## config.mk

```make
export PLATFORM = sky130hd
export DESIGN_NAME = expr_recognizer_flat
export DESIGN_NICKNAME = d
export VERILOG_FILES = /design/src/rtl/expr_recognizer_if.sv /design/src/rtl/expr_recognizer.sv /design/src/flat_wrapper.sv
export SDC_FILE = /design/constraint.sdc
export NUM_CORES = 1
export LEC_CHECK = 0
export CORE_AREA = 2 2 49 51
export DETAILED_ROUTE_END_ITERATION = 16
export DIE_AREA = 0 0 51 53
export PLACE_DENSITY = 0.76
export REMOVE_ABC_BUFFERS = 1
export SLEW_MARGIN = 10
export SYNTH_ARGS = -nofsm -noshare
export SYNTH_HDL_FRONTEND = slang
export SYNTH_SLANG_ARGS = --single-unit
```

## constraint.sdc

```tcl
create_clock -name clk -period 1.9 [get_ports clk]
set_clock_uncertainty 0.2 [all_clocks]
set_input_delay 0.38 -clock clk [delete_from_list [all_inputs] [get_ports clk]]
set_output_delay 0.38 -clock clk [all_outputs]
set_load 0.005 [all_outputs]
```

## src/rtl/expr_recognizer_if.sv

```systemverilog
// Character-stream interface for expr_recognizer: per-cycle character input
// with restart, and the registered recognition status coming back.
interface expr_recognizer_if #(
    parameter int DW = 3
) ();
    logic          restart;
    logic          in_valid;
    logic [7:0]    in;
    logic          out;
    logic          err;
    logic [DW-1:0] depth;

    modport master (
        output restart, in_valid, in,
        input  out, err, depth
    );

    modport slave (
        input  restart, in_valid, in,
        output out, err, depth
    );
endinterface : expr_recognizer_if

```

## src/rtl/expr_recognizer.sv

```systemverilog
// Streaming recognizer for arithmetic expressions built from bounded-length
// numbers, +/-/(optional *) operators and bounded-depth parentheses.
module expr_recognizer #(
    parameter int MAX_DIGITS = 4,
    parameter int MAX_DEPTH  = 7,
    parameter bit MUL_EN     = 1'b1
) (
    input  logic              clk,
    input  logic              clr,
    expr_recognizer_if.slave  bus
);
    localparam int DW = $clog2(MAX_DEPTH + 1);
    localparam int CW = $clog2(MAX_DIGITS + 1);
    localparam logic [DW-1:0] DEPTH_MAX = DW'(MAX_DEPTH);
    localparam logic [CW-1:0] DIGIT_MAX = CW'(MAX_DIGITS);

    typedef enum logic [2:0] {
        S_START,
        S_OPND,
        S_NUM,
        S_CLOSE,
        S_ERR
    } state_e;

    typedef enum logic [2:0] {
        C_DIG,
        C_OP,
        C_LP,
        C_RP,
        C_SP,
        C_ILL
    } class_e;

    function automatic class_e classify(input logic [7:0] ch);
        if (ch >= "0" && ch <= "9")            return C_DIG;
        else if (ch == "+" || ch == "-")       return C_OP;
        else if (ch == "*" && MUL_EN)          return C_OP;
        else if (ch == "(")                    return C_LP;
        else if (ch == ")")                    return C_RP;
        else if (ch == 8'h20)                  return C_SP;
        else                                   return C_ILL;
    endfunction

    state_e        state_q, state_d;
    logic [DW-1:0] depth_q, depth_d;
    logic [CW-1:0] cnt_q,   cnt_d;
    logic          out_q,   out_d;
    logic          err_q,   err_d;
    class_e        cls;

    always_comb begin
        // NOTE: every always_comb output gets a default first so no path can infer a latch.
        state_d = state_q;
        depth_d = depth_q;
        cnt_d   = cnt_q;
        cls     = classify(bus.in);

        if (bus.restart) begin
            state_d = S_START;
            depth_d = '0;
            cnt_d   = '0;
        end else if (bus.in_valid && state_q != S_ERR && cls != C_SP) begin
            // Error transitions leave depth and digit count at their pre-error values.
            unique case (state_q)
                S_START, S_OPND: begin
                    if (cls == C_DIG) begin
                        state_d = S_NUM;
                        cnt_d   = CW'(1);
                    end else if (cls == C_LP && depth_q < DEPTH_MAX) begin
                        state_d = S_OPND;
                        depth_d = depth_q + DW'(1);
                    end else begin
                        state_d = S_ERR;
                    end
                end
                S_NUM: begin
                    if (cls == C_DIG && cnt_q < DIGIT_MAX) begin
                        cnt_d = cnt_q + CW'(1);
                    end else if (cls == C_OP) begin
                        state_d = S_OPND;
                    end else if (cls == C_RP && depth_q != '0) begin
                        state_d = S_CLOSE;
                        depth_d = depth_q - DW'(1);
                    end else begin
                        state_d = S_ERR;
                    end
                end
                S_CLOSE: begin
                    if (cls == C_OP) begin
                        state_d = S_OPND;
                    end else if (cls == C_RP && depth_q != '0) begin
                        depth_d = depth_q - DW'(1);
                    end else begin
                        state_d = S_ERR;
                    end
                end
                default: state_d = S_ERR;
            endcase
        end

        out_d = (state_d == S_NUM || state_d == S_CLOSE) && depth_d == '0;
        err_d = (state_d == S_ERR);
    end

    always_ff @(posedge clk or negedge clr) begin
        if (!clr) begin
            state_q <= S_START;
            depth_q <= '0;
            cnt_q   <= '0;
            out_q   <= 1'b0;
            err_q   <= 1'b0;
        end else begin
            // NOTE: non-blocking assignments so every flop samples pre-edge values.
            state_q <= state_d;
            depth_q <= depth_d;
            cnt_q   <= cnt_d;
            out_q   <= out_d;
            err_q   <= err_d;
        end
    end

    assign bus.out   = out_q;
    assign bus.err   = err_q;
    assign bus.depth = depth_q;

endmodule : expr_recognizer

```

## src/flat_wrapper.sv

```systemverilog
// flat-port wrapper written by rule: the top's interface ports become plain ports
module expr_recognizer_flat 
#(
    parameter int MAX_DIGITS = 4,
    parameter int MAX_DEPTH  = 7,
    parameter bit MUL_EN     = 1'b1
)
  (clk, clr, bus_restart, bus_in_valid, bus_in, bus_out, bus_err, bus_depth);
  expr_recognizer_if bus_i ();
  input  logic clk;
  input  logic clr;
  input wire logic [$bits(bus_i.restart)-1:0] bus_restart;
  input wire logic [$bits(bus_i.in_valid)-1:0] bus_in_valid;
  input wire logic [$bits(bus_i.in)-1:0] bus_in;
  output wire logic [$bits(bus_i.out)-1:0] bus_out;
  output wire logic [$bits(bus_i.err)-1:0] bus_err;
  output wire logic [$bits(bus_i.depth)-1:0] bus_depth;
  assign bus_i.restart = bus_restart;
  assign bus_i.in_valid = bus_in_valid;
  assign bus_i.in = bus_in;
  assign bus_out = bus_i.out;
  assign bus_err = bus_i.err;
  assign bus_depth = bus_i.depth;
  expr_recognizer #(.MAX_DIGITS(MAX_DIGITS), .MAX_DEPTH(MAX_DEPTH), .MUL_EN(MUL_EN)) u_core (.clk(clk), .clr(clr), .bus(bus_i));
endmodule
```

==> summary.txt, run 1 <==
Job
  • Max-cap violations: 0

Setup path
  • Reg2reg start: u_core.bus.depth[0]$_DFF_PN0_
  • CP Launch Type: primary input
  • FF-to-FF setup slack: -40 ps
  • Critical Path AT: 1920 ps
  • Crit path max-delay cell type: nor4b_4
  • Crit-path max cell delay: 370 ps
  • WP buf/inv: 2
  • CP top delay family: simple AND/OR/NAND/NOR gates
  • Critical Path Fanout Max: 4
  • Reg2Reg Depth: 7
  • CP required: 1860 ps
  • Worst path cell trace: buf_2, buf_4, nor4b_4, nand3_2, o21ai_2, a31oi_1, o2bb2ai_2, nor4_2
  • Crit Path Class: primary input to flop
  • Worst setup path start: bus_in[4]
  • Critical Path End Type: flop
  • Levels on crit path: 8

Drt
  • Antenna Nets Post-Route: 0
  • Drt pass-1 iters: 4
  • Met1 wire length: 1058 um
  • Top Metal Used: met4
  • DR WL/cell: 15.63 um
  • Routed wl met2: 1410 um
  • Number of remaining DRC errors: 0
  • Metal3 WL: 100 um
  • Via density: 5.734
  • Initial DRC Count: 15
  • Via Count: 969
  • Total Wirelength: 2642 um

Synth
  • FFs w/ async S/R, synth: 100.0%
  • Number of synthesized flops with an enable pin: 0
  • Synth Instances: 94
  • Seq/Total Area, Yosys: 29.73%
  • Avg Cell Area, Syn: 9.850 um^2
  • Synth Flop Type: dfrtp_1
  • Cell Area, Synth: 925.9 um^2
  • Yosys warns: 0
  • Count of cell types in the netlist: 47
  • Synth Register Bits: 11

Place
  • DP HPWL: 1944 um
  • Cell Area, Placed: 1291 um^2
  • Gp weighted congestion: 0.8407
  • Port Buf Inserts: 16

Clocking
  • Clock transition at path regs: 60 ps
  • Clk Latency, worst-skew pair: 260 ps
  • Hold buffer count at CTS: 0
  • Total CTS buffers: 3
  • Root Driver: clkbuf_4
  • TritonCTS clock tree: done
  • Clock Tree Buf Depth: 2
  • Sink Count: 11
  • H-tree depth: 1

Finish
  • Post-route cell area: 1444 um^2
  • # nets final: 158
  • Synthesis-to-finish area growth: 55.95%
  • Ant diodes: 0
  • Filler Cell Count: 176
  • Most frequent cells in the layout: buf_4 (28), dfrtp_1 (10), nor2_1 (9)
  • Share of layout cells above drive strength 1: 56.74%
  • Commonest non-fill, non-tap cell in the layout: buf_4
  • Util after Layout: 67.21%

Global route
  • Total GRT Usage: 20.75%
  • Grt ovf: 0
  • First-pass GRT wire length: 4105 um
  • Initial antenna violation count: 0
  • Vias in the first global route: 1001
  • Largest net degree at the start of global routing: 12

Run status
  • Status: finished, violations left
  • Failing checks: negative setup slack

Timing
  • Slew margin rel.: 68.80%
  • Hold Vio Cnt, Final: 0
  • Sum of negative setup slack: -62.29 ps
  • Slew @ Worst Pin: 466.5 ps
  • Fin crit share: 103.1%
  • Final Max Tran Viols: 0
  • Final setup vio count: 2
  • Worst Slack Setup Final: -59.25 ps
  • Tmin final: 1959 ps
  • Hold Worst Slack: 242.5 ps
  • RSZ-0062 raised after global routing: yes
  • Achievable Freq: 510.4 MHz

Floorplanning
  • Initial Util: 43.10%
  • Die area: 2703 um^2
  • # IOs: 17
  • Row count: 17
  • Die width: 51 um
  • Chip height: 53 um
  • Core area: 2148 um^2

Pwr
  • P per Cell Area: 365.9 nW/um^2
  • Static leakage: 0.6716 nW
  • Peak supply drop: 353.6 uV
  • Overall Power: 0.5283 mW

Worst hold path
  • Worst Hold Class: primary input to asynchronous set/reset pin
## cell families after synthesis
logic type                 count (synthesis)  synth area share, %
buffers and inverters                      9                4.730
muxes                                      2                2.162
adders and majority gates                  4                5.406
DFF                                       11                29.73
and+or+nand+nor                           42                35.40
AOI/OAI and AO/OA                         26                22.57
## worst register-to-register path, stage by stage (launching register included)
cell and delay, ps:
dfrtp_1 390, buf_4 160, a31oi_2 210, nand3_2 150, o21ai_2 160, a31oi_1 140
o2bb2ai_2 170, nor4_2 270
## report_power, final
group	internal [mW]	switching [mW]
clock network	0.0810	0.0671
registers	0.238	0.00189
logic	0.0709	0.0695
## repair_timing
action                     4_1_cts  5_1_grt
hold endpoints to repair         0        0
pin swaps                       10        9
resized for setup               55       10
buffers inserted                 4        1
setup endpoints to repair       11       10
## path summary, 6_finish.rpt
kind,end
setup / recovery,u_core.bus.out$_DFF_PN0_
hold / removal,u_core.state_q[0]$_DFF_PN0_
setup reg to reg,u_core.bus.out$_DFF_PN0_
hold reg to reg,u_core.cnt_q[1]$_DFFE_PN0P_
max in group asynchronous,u_core.bus.depth[2]$_DFF_PN0_
min in group clk,u_core.cnt_q[1]$_DFFE_PN0P_
## metrics by stage
step                instances  setup WS, ps
global placement          160        -626.8
global route              169        -113.2
finish                    169        -59.25
CTS                       168        -36.39
floorplan                  90        -69.39
detailed placement        160        -686.6
## registers in the layout, summed over array words and instances (netlist names)
register / count
u_core.bus.out: 1
u_core.bus.depth: 3
u_core.cnt_q: 3
u_core.state_q: 3
u_core.bus.err: 1
## cells in the mapped netlist (2+ instances only)
library cell	instances	area share, %
a21oi_1	3	1.6
a311oi_1	2	1.9
a31oi_1	3	2.0
a41o_1	2	2.2
buf_2	2	1.1
dfrtp_1	11	30
ha_1	4	5.4
inv_1	5	2.0
mux2i_1	2	2.2
nand2b_1	5	3.4
nand3_1	5	2.7
nor2_1	9	3.6
nor3_2	3	3.2
nor3b_1	2	1.6
o21a_1	2	1.6
o21ai_0	3	1.6
## final cells by class
class	count	area [um^2]	area share, %
inverters	5	18.77	1.300
repair buffers	47	372.9	25.82
flip-flops and latches	11	276.5	19.15
well taps	28	35.03	2.426
clock buffers	4	26.28	1.820
multi-input cells	74	714.4	49.48
## per-layer routing
layer / track usage (%) / up-vias
li1: - / 453
met1: 22.18 / 469
met2: 39.83 / 37
met3: 0.8475 / 10
met4: 13.06 / 0
met5: 0 / -
No activity file was read; power rests on OpenSTA's default activity.
==> run 2: changes to the inputs <==
--- a/config.mk
+++ b/config.mk
@@ -11,4 +11,5 @@
 export PLACE_DENSITY = 0.76
 export REMOVE_ABC_BUFFERS = 1
+export SKIP_LAST_GASP = 1
 export SLEW_MARGIN = 10
 export SYNTH_ARGS = -nofsm -noshare
==> constraint.sdc (replaced) <==
create_clock -name clk -period 1.9 [get_ports clk]
set_clock_uncertainty 0.2 [all_clocks]
set_input_delay 0.38 -clock clk [delete_from_list [all_inputs] [get_ports clk]]
set_output_delay 0.38 -clock clk [all_outputs]
set_load 0.01 [all_outputs]
==> run 2 against run 1 <==
The run still ends with negative setup slack left; sequential power barely moved; critical path depth rose by 1; register-to-register slack barely moved; final cell count rose by 1.8%; combinational power rose by 4%; non-clock buffer count rose by 3; core utilization rose by 0.23 points; clock power barely moved; via count fell by 0.10%; sequential share of layout area fell by 0.066 points; final area rose by 0.35%; worst hold slack barely moved; critical path type unchanged.
==> summary.txt, run 2 (synthesis gave the netlist of run 1 again) <==
Drt
  • DR WL/cell: 15.89 um (+1.6%)
  • Via Count: 968 (-0.10%)
  • Number of remaining DRC errors: 0 (unchanged)
  • Antenna Nets Post-Route: 0 (unchanged)
  • Drt pass-1 iters: 4 (unchanged)
  • Initial DRC Count: 24 (+9)
  • Via density: 5.628 (-1.8%)
  • Total Wirelength: 2733 um (+3.4%)

Clocking
  • Hold buffer count at CTS: 0 (unchanged)
  • Root Driver: clkbuf_4
  • Clock transition at path regs: 60 ps (about the same)
  • Clk Latency, worst-skew pair: 260 ps (about the same)
  • Clock Tree Buf Depth: 2 (unchanged)
  • Sink Count: 11 (unchanged)
  • Total CTS buffers: 3 (unchanged)
  • TritonCTS clock tree: done
  • H-tree depth: 1 (unchanged)

Run status
  • Status: finished, violations left
  • Failing checks: negative setup slack

Setup path
  • CP required: 1860 ps (about the same)
  • Worst path cell trace: buf_2, buf_4, nor3b_1, buf_4, nand4_1, o21ai_1, a31oi_1, o2bb2ai_2, nor4_2
  • CP dominant cell by count: buf_4
  • Worst setup path start: bus_in[1]
  • Critical Path Fanout Max: 4 (unchanged)
  • CP top delay family: simple AND/OR/NAND/NOR gates
  • Critical R2R Capture: u_core.bus.out$_DFF_PN0_
  • Reg2Reg Depth: 7 (unchanged)
  • CP Launch Type: primary input
  • Levels on crit path: 9 (+1)
  • FF-to-FF setup slack: -30 ps (about the same)
  • Critical Path End Type: flop
  • Reg2reg start: u_core.bus.depth[1]$_DFF_PN0_
  • Crit path max-delay cell type: nor4_2
  • Crit-path max cell delay: 270 ps (-100 ps)
  • Critical Path AT: 1940 ps (+20 ps)
  • Crit Path Class: primary input to flop
  • WP buf/inv: 3 (+1)

Global route
  • Grt ovf: 0 (unchanged)
  • Largest net degree at the start of global routing: 12 (unchanged)
  • Vias in the first global route: 996 (-0.50%)
  • First-pass GRT wire length: 4064 um (-1.0%)
  • Initial antenna violation count: 0 (unchanged)
  • Total GRT Usage: 20.51% (-0.24 points)

Finish
  • Commonest non-fill, non-tap cell in the layout: buf_4
  • # nets final: 161 (+1.9%)
  • Ant diodes: 0 (unchanged)
  • Post-route cell area: 1449 um^2 (+0.35%)
  • Filler Cell Count: 177 (+0.57%)
  • Most frequent cells in the layout: buf_4 (32), dfrtp_1 (10), nor2_1 (9)
  • Synthesis-to-finish area growth: 56.49%
  • Share of layout cells above drive strength 1: 56.25% (-0.49 points)

Worst hold path
  • Worst Hold Class: primary input to asynchronous set/reset pin

Place
  • Port Buf Inserts: 16 (unchanged)
  • DP HPWL: 1944 um (unchanged)
  • Setup WS pre-CTS: -686.6 ps (unchanged)
  • Gp weighted congestion: 0.8407 (unchanged)
  • Cell Area, Placed: 1291 um^2 (unchanged)

Timing
  • Achievable Freq: 506.0 MHz (-0.86%)
  • Slew margin rel.: 68.61% (-0.19 points)
  • Worst Slack Setup Final: -76.22 ps (-16.97 ps)
  • RSZ-0062 raised after global routing: yes
  • Fin crit share: 104.0% (+0.89 points)
  • Hold Vio Cnt, Final: 0 (unchanged)
  • Tmin final: 1976 ps (+16.97 ps)
  • Final setup vio count: 2 (unchanged)
  • Sum of negative setup slack: -86.46 ps (-24.17 ps)
  • Slew @ Worst Pin: 469.4 ps (+2.855 ps)
  • Final Max Tran Viols: 0 (unchanged)

Pwr
  • Static leakage: 0.7025 nW (+4.6%)
  • P per Cell Area: 368.3 nW/um^2 (+0.67%)
  • Peak supply drop: 358.1 uV (+1.3%)

Job
  • Max-cap violations: 0 (unchanged)

Floorplanning
  • # IOs: 17 (unchanged)
  • Row count: 17 (unchanged)
  • Core area: 2148 um^2 (unchanged)
  • Die area: 2703 um^2 (unchanged)
  • Die width: 51 um (unchanged)
  • Initial Util: 43.10% (unchanged)
  • Chip height: 53 um (unchanged)
==> run 2: layout make-up <==
class	count	area [um^2]	share of cell area, %
clock buffers	4	26.28	1.813
multi-input cells	74	698.2	48.19
repair buffers	50	394.1	27.20
well taps	28	35.03	2.418
flip-flops and latches	11	276.5	19.08
inverters	5	18.77	1.295
==> run 2: metrics by stage <==
stage	instances	util, %	power (mW)	hold WS [ps]
6_report	172	67.44	0.5336	242.4
3_5_place_dp	160	60.10	0.3680	339.6
3_3_place_gp	160	60.10	0.3642	329.4
4_1_cts	168	64.30	0.5291	244.6
5_1_grt	172	67.44	0.5645	267.4
2_1_floorplan	90	-	0.2894	-115.6
==> run 2: per-layer routing <==
metal	wire length [um]	global-route usage [%]	share of wire [%]	vias up
met1	1092	22.18	40	473
met5	0	0	0	-
met2	1498	38.96	55	29
met4	63	13.06	2.3	0
li1	-	-	-	460
met3	79	0.8475	2.9	6
==> run 2: how the worst max path moves through the flow <==
stage,slack (ps),end
after global placement,-630,u_core.bus.out$_DFF_PN0_
after CTS,-40,u_core.bus.out$_DFF_PN0_
after floorplan,-70,u_core.cnt_q[0]$_DFFE_PN0P_
after detailed placement,-690,u_core.bus.out$_DFF_PN0_
after global routing,-100,u_core.bus.out$_DFF_PN0_
final,-80,u_core.bus.out$_DFF_PN0_
==> run 2: power by group <==
| part | switching, mW | internal (mW) |
|---|---|---|
| Clock | 0.0678 | 0.0810 |
| Combinational | 0.0698 | 0.0753 |
| Sequential | 0.00186 | 0.238 |
==> run 2: repair_timing <==
action	CTS	global route
pin swaps	10	7
setup endpoints to repair	12	13
buffers inserted	4	4
gates resized for setup	50	12
